$ cat config.mk
export PLATFORM = sky130hd
export DESIGN_NAME = check_data_packet
export DESIGN_NICKNAME = d
export VERILOG_FILES = /design/src/rtl/check_data_packet_pkg.sv /design/src/rtl/check_data_packet_sat_counter.sv /design/src/rtl/check_data_packet.sv
export SDC_FILE = /design/constraint.sdc
export NUM_CORES = 1
export LEC_CHECK = 0
export ABC_AREA = 1
export CELL_PAD_IN_SITES_DETAIL_PLACEMENT = 0
export CELL_PAD_IN_SITES_GLOBAL_PLACEMENT = 1
export CORE_MARGIN = 8
export CORE_UTILIZATION = 40
export DETAILED_ROUTE_END_ITERATION = 8
export PLACE_DENSITY = 0.93
export SLEW_MARGIN = 30
export SYNTH_ARGS = -nofsm -noshare
export SYNTH_HDL_FRONTEND = slang
export SYNTH_HIERARCHICAL = 1
export SYNTH_SLANG_ARGS = --single-unit
$ cat constraint.sdc
create_clock -name CLK -period 4.9 [get_ports CLK]
set_clock_uncertainty 0.2 [all_clocks]
set_input_delay 0.735 -clock CLK [delete_from_list [all_inputs] [get_ports CLK]]
set_output_delay 0.735 -clock CLK [all_outputs]
set_load 0.02 [all_outputs]
$ cat src/rtl/check_data_packet_pkg.sv
// Shared types, default markers and the payload pattern function for the packet checker.
package check_data_packet_pkg;

  typedef enum logic [1:0] {
    StHunt,
    StPayload,
    StFooter
  } state_e;

  localparam logic [31:0] DEFAULT_HEADER = 32'hAAAAAAAA;
  localparam logic [31:0] DEFAULT_FOOTER = 32'hF0F0F0F0;

  // Payload word k carries {2k+1, 2k} in its two halves.
  function automatic logic [31:0] expected_word(input logic [7:0] idx);
    logic [15:0] w_lo;
    w_lo = {7'd0, idx, 1'b0};
    return {w_lo | 16'd1, w_lo};
  endfunction

endpackage

$ cat src/rtl/check_data_packet_sat_counter.sv
// Saturating up-counter; clear wins over a same-cycle increment.
module sat_counter #(
  parameter int unsigned Width = 32
) (
  input  logic             CLK,
  input  logic             RST,
  input  logic             i_inc,
  input  logic             i_clr,
  output logic [Width-1:0] o_cnt
);

  logic [Width-1:0] r_cnt;

  always_ff @(posedge CLK) begin
    if (RST || i_clr) begin
      r_cnt <= '0;
    end else if (i_inc && (r_cnt != '1)) begin
      r_cnt <= r_cnt + Width'(1);
    end
  end

  assign o_cnt = r_cnt;

endmodule

$ cat src/rtl/check_data_packet.sv
// Receive-side checker: hunts for the header, verifies payload pattern and footer, tracks lock.
// Optional first-mismatch capture ports are enabled by CHECK_DATA_PACKET_ERR_CAPTURE_EN.
module check_data_packet
  import check_data_packet_pkg::*;
#(
  parameter int unsigned PAYLOAD_WORDS  = 24,
  parameter logic [31:0] HEADER_WORD    = DEFAULT_HEADER,
  parameter logic [31:0] FOOTER_WORD    = DEFAULT_FOOTER,
  parameter int unsigned LOCK_THRESHOLD = 2
) (
  input  logic        CLK,
  input  logic        RST,
  input  logic [31:0] DATA_IN,
  input  logic        DATA_VALID,
  input  logic        CLR_CNT,
  output logic        LOCKED,
  output logic        PKT_OK,
  output logic        PKT_ERR,
  output logic [31:0] PKT_CNT,
  output logic [31:0] ERR_CNT,
  output logic [31:0] WORD_ERR_CNT
`ifdef CHECK_DATA_PACKET_ERR_CAPTURE_EN
  ,
  output logic [7:0]  ERR_IDX,
  output logic [31:0] ERR_EXP,
  output logic [31:0] ERR_GOT,
  output logic        ERR_VALID
`endif
);

  localparam logic [7:0] LastIdx = 8'(PAYLOAD_WORDS - 1);
  localparam logic [7:0] LockTh  = 8'(LOCK_THRESHOLD);

  state_e      r_state, w_state_d;
  logic [7:0]  r_idx, w_idx_d;
  logic        r_bad, w_bad_d;
  logic [7:0]  r_good_run, w_good_run_d;
  logic        r_pkt_ok, r_pkt_err, r_locked;
  logic        w_ok_d, w_err_d, w_word_err;
  logic [31:0] w_exp;

  assign w_exp = expected_word(r_idx);

  always_ff @(posedge CLK) begin
    if (RST) begin
      r_state    <= StHunt;
      r_idx      <= '0;
      r_bad      <= 1'b0;
      r_good_run <= '0;
      r_pkt_ok   <= 1'b0;
      r_pkt_err  <= 1'b0;
      r_locked   <= 1'b0;
    end else begin
      r_state    <= w_state_d;
      r_idx      <= w_idx_d;
      r_bad      <= w_bad_d;
      r_good_run <= w_good_run_d;
      r_pkt_ok   <= w_ok_d;
      r_pkt_err  <= w_err_d;
      // good_run only moves on a verdict, so lock tracks it directly.
      r_locked   <= (w_good_run_d >= LockTh);
    end
  end

  always_comb begin
    w_state_d    = r_state;
    w_idx_d      = r_idx;
    w_bad_d      = r_bad;
    w_good_run_d = r_good_run;
    w_ok_d       = 1'b0;
    w_err_d      = 1'b0;
    w_word_err   = 1'b0;
    if (DATA_VALID) begin
      unique case (r_state)
        StHunt: begin
          if (DATA_IN == HEADER_WORD) begin
            w_state_d = StPayload;
            w_idx_d   = '0;
            w_bad_d   = 1'b0;
          end
        end
        StPayload: begin
          if (DATA_IN == HEADER_WORD) begin
            // Abort and resync onto the new header.
            w_err_d      = 1'b1;
            w_good_run_d = '0;
            w_idx_d      = '0;
            w_bad_d      = 1'b0;
          end else begin
            if (DATA_IN != w_exp) begin
              w_bad_d    = 1'b1;
              w_word_err = 1'b1;
            end
            if (r_idx == LastIdx) begin
              w_state_d = StFooter;
            end else begin
              w_idx_d = r_idx + 8'd1;
            end
          end
        end
        StFooter: begin
          w_state_d = StHunt;
          if ((DATA_IN == FOOTER_WORD) && !r_bad) begin
            w_ok_d = 1'b1;
            if (r_good_run < LockTh) begin
              w_good_run_d = r_good_run + 8'd1;
            end
          end else begin
            w_err_d      = 1'b1;
            w_good_run_d = '0;
          end
        end
        default: w_state_d = StHunt;
      endcase
    end
  end

  assign LOCKED  = r_locked;
  assign PKT_OK  = r_pkt_ok;
  assign PKT_ERR = r_pkt_err;

  sat_counter #(.Width(32)) u_pkt_cnt (
    .CLK   (CLK),
    .RST   (RST),
    .i_inc (w_ok_d),
    .i_clr (CLR_CNT),
    .o_cnt (PKT_CNT)
  );

  sat_counter #(.Width(32)) u_err_cnt (
    .CLK   (CLK),
    .RST   (RST),
    .i_inc (w_err_d),
    .i_clr (CLR_CNT),
    .o_cnt (ERR_CNT)
  );

  sat_counter #(.Width(32)) u_word_err_cnt (
    .CLK   (CLK),
    .RST   (RST),
    .i_inc (w_word_err),
    .i_clr (CLR_CNT),
    .o_cnt (WORD_ERR_CNT)
  );

`ifdef CHECK_DATA_PACKET_ERR_CAPTURE_EN
  logic [7:0]  r_err_idx;
  logic [31:0] r_err_exp, r_err_got;
  logic        r_err_valid;

  always_ff @(posedge CLK) begin
    if (RST || CLR_CNT) begin
      r_err_idx   <= '0;
      r_err_exp   <= '0;
      r_err_got   <= '0;
      r_err_valid <= 1'b0;
    end else if (w_word_err && !r_err_valid) begin
      r_err_idx   <= r_idx;
      r_err_exp   <= w_exp;
      r_err_got   <= DATA_IN;
      r_err_valid <= 1'b1;
    end
  end

  assign ERR_IDX   = r_err_idx;
  assign ERR_EXP   = r_err_exp;
  assign ERR_GOT   = r_err_got;
  assign ERR_VALID = r_err_valid;
`endif

endmodule

==> summary.txt <==
Global routing
  • GRT Overall Usage: 19.59%
  • Grt total ovfl: 0
  • Vias in the first global route: 8,150
  • First-pass GRT wire length: 39,540 um
  • Largest net degree at the start of global routing: 33
  • Initial antenna violation count: 0

Logic synthesis
  • Synth Area in Adders: 1.411%
  • Syn Inst Count: 1,306
  • Synth cell count leaders: 353 x nand2_1, 274 x nor2_1, 118 x dfxtp_1, 118 x nand3_1, 111 x inv_1
  • Dominant synthesized flop cell: dfxtp_1
  • Total of warnings raised by yosys: 6
  • Mux share of post-synthesis cell area: 0%
  • Count leader, synth: nand2_1
  • Post-synth net total: 1,351
  • Largest area contributor in the netlist: dfxtp_1
  • Synth Area in Simple Gates: 50.87%
  • Synth top area share: 29.60%
  • Syn avg cell area: 6.111 um^2
  • Synth Register Bits: 118
  • Compound-Gate Fraction of Synth Area: 6.757%
  • Largest family of logic cells by synthesized area: simple AND/OR/NAND/NOR gates
  • Largest cells by area after synthesis: dfxtp_1 30%, nand2_1 17%, nor2_1 13%
  • Fraction of registers with async set/reset: 0%
  • XOR/XNOR Fraction of Synth Area: 2.085%
  • Synthesized cell area: 7981 um^2
  • EDFF count, synth: 0
  • Share of the yosys chip area belonging to registers: 29.60%
  • Synth cell types: 34

Routing
  • Via/cell ratio: 4.996
  • Detailed Route Iter0 Violations: 427
  • Post-Route WL: 23,760 um
  • Antenna viol nets, final: 0
  • WL/cell: 13.89 um
  • Drt first pass iters: 5
  • Number of remaining DRC errors: 0
  • Vias: 8,548

Die
  • Die Height: 157.3 um
  • Die X: 157.3 um
  • I/O pin total: 135
  • Cell Rows: 51
  • Core ar.: 19,530 um^2
  • Initial Util: 40.88%
  • Die area: 24,730 um^2

Finish
  • Filler cells: 2,002
  • Layout cells sized above 1: 9.682%
  • Nets: 1,478
  • P&R area growth vs syn: 26.04%
  • Final core occ: 51.52%
  • # diodes: 0
  • Finished Cell Area: 10,060 um^2

Placed design
  • HPWL after detailed placement: 17,960 um
  • Pre-CTS WS: 0.9728 ns
  • Gp weighted congestion: 0.9331
  • Placement Cell Area: 9469 um^2
  • Port bufs: 134

CTS
  • CTS tree: built
  • Clk buf depth: 2
  • Clock-pin transition on the worst setup and hold timing paths: 0.06 ns
  • CTS Buf Count: 17
  • Cts hold-fix bufs: 0
  • Root Buffer: clkbuf_16
  • Worst-Skew Late Latency: 0.42 ns
  • Setup bufs post-CTS: 0
  • CTS H-tree lvls: 4
  • Post_cts resized: 0
  • Sink Count: 118

STA
  • RSZ-0062 raised after global routing: false
  • Worst slew margin: 41.88%
  • Fin crit share: 72.22%
  • Worst Slack Setup Final: 1.361 ns
  • Fin. Hold Viols: 0
  • Worst-Margin Slew: 0.8691 ns
  • Setup tns final: 0 ns
  • Slew Limit Fails: 0
  • Maximum clock rate: 282.6 MHz
  • Final setup fails: 0
  • Post-layout min period: 3.539 ns
  • Hold slack: 0.2496 ns

Power and ir drop
  • Leak: 0.003636 uW
  • PD cells: 231.8 nW/um^2
  • VDD IR max: 255.0 uV

Worst setup path
  • CP cell instances: clkdlybuf4s50_1, nand2_1, nor2_1, nand2_1, nor2_1, nand3_1, nor2_1, nand2_1, inv_1, inv_2, nor2_1, nand2_1, nor3_1, nand3_2, nand2_1, nor2_1
  • Slowest library cell on the worst path: clkdlybuf4s50_1
  • Kind of start point of the critical path: primary input
  • Critical Path End Type: flop
  • Max FO, Critical Path: 12
  • CP peak stage delay: 0.48 ns
  • Critical setup path kind: in -> reg
  • Worst EP required: 5.01 ns
  • Critical Path AT: 3.64 ns

Worst hold path
  • HP Class: reg -> reg

Run
  • Max cap viols: 0

Status
  • Status: completed
routing by layer:
layer,up-vias,part of all wire [%],wire length (um),track usage (%)
met5,-,0,0,0
met4,0,1.4,321,5.666
met3,29,5.7,1343,3.839
met2,220,47,11190,33.44
met1,3885,46,10910,24.52
li1,4414,-,-,-
flip-flops by register name (all words and copies together), names as in the netlist:
register	count
LOCKED	1
PKT_ERR	1
PKT_OK	1
r_bad	1
r_good_run	8
r_idx	8
r_state	2
u_err_cnt/o_cnt	32
u_pkt_cnt/o_cnt	32
u_word_err_cnt/o_cnt	32
kinds of logic (layout without fill, tap and decap cells):
group	after synthesis	in the layout
fa+ha+maj	9	9
simple gates	888	888
flops	118	118
xor+xnor	19	19
buf+inv	167	307
compound gates	105	105
placed cells by master, fill, tap and decap left out:
cell type          n
bufinv_16          3
inv_2             25
nor4_1             6
clkinv_2           3
o21bai_1           1
nor2_2            21
a21oi_1           87
nand3_4            4
clkinv_4           2
nor3_1            31
nor2_4             8
nand2_2           15
nor2_1           271
nand3_2           21
clkbuf_16         17
xor2_1            15
nor2_8             4
ha_1               9
dfxtp_1          118
a31oi_1            7
nand3b_1           8
or2_2              2
clkdlybuf4s50_1  134
clkinvlp_4         3
nand4_1           19
nor3b_1            1
o21ai_0            6
xnor2_1            4
nand2_1          353
a21boi_0           1
inv_6              1
clkbuf_1           3
o21ai_1            3
nand2_4            6
inv_1            111
buf_4              5
nand3_1          118
worst max-delay path: cells and delay by family:
family | cells | cell delay, ns
and+or+nand+nor | 13 | 1.85
buffers and inverters | 3 | 1.03
final cells by class:
type / instances / area [um^2] / area share [%]
Tap cell: 265 / 331.6 / 3.296
Clock buffer: 20 / 436.7 / 4.341
Inverter: 136 / 510.5 / 5.075
Sequential cell: 118 / 2362 / 23.48
Timing Repair Buffer: 139 / 1379 / 13.71
Clock inverter: 12 / 153.9 / 1.530
Multi-Input combinational cell: 1021 / 4886 / 48.57
where the power goes:
| part | leakage [uW] | internal [uW] | total, uW | switching (uW) |
|---|---|---|---|---|
| combinational | 0.00241 | 44.5 | 101 | 56.8 |
| clock | 0.000280 | 799 | 1270 | 471 |
| sequential | 0.000950 | 960 | 960 | 0.0000295 |
worst paths after layout:
kind                         endpoint  slack [ns]  depth (start not counted)          start
hold / removal          r_good_run[5]        0.25                          2  r_good_run[5]
setup reg to reg  u_pkt_cnt/o_cnt[23]        2.06                         14          r_bad
hold reg to reg         r_good_run[5]        0.25                          2  r_good_run[5]
setup / recovery  u_pkt_cnt/o_cnt[23]        1.36                         16    DATA_IN[31]
per-stage QoR:
step                power [uW]  cells
global placement          1082   1679
floorplan                 1030   1306
detailed placement        1082   1679
finish                    2332   1711
CTS                       2366   1711
global route              2425   1711
(Power assumes the default switching activity.)
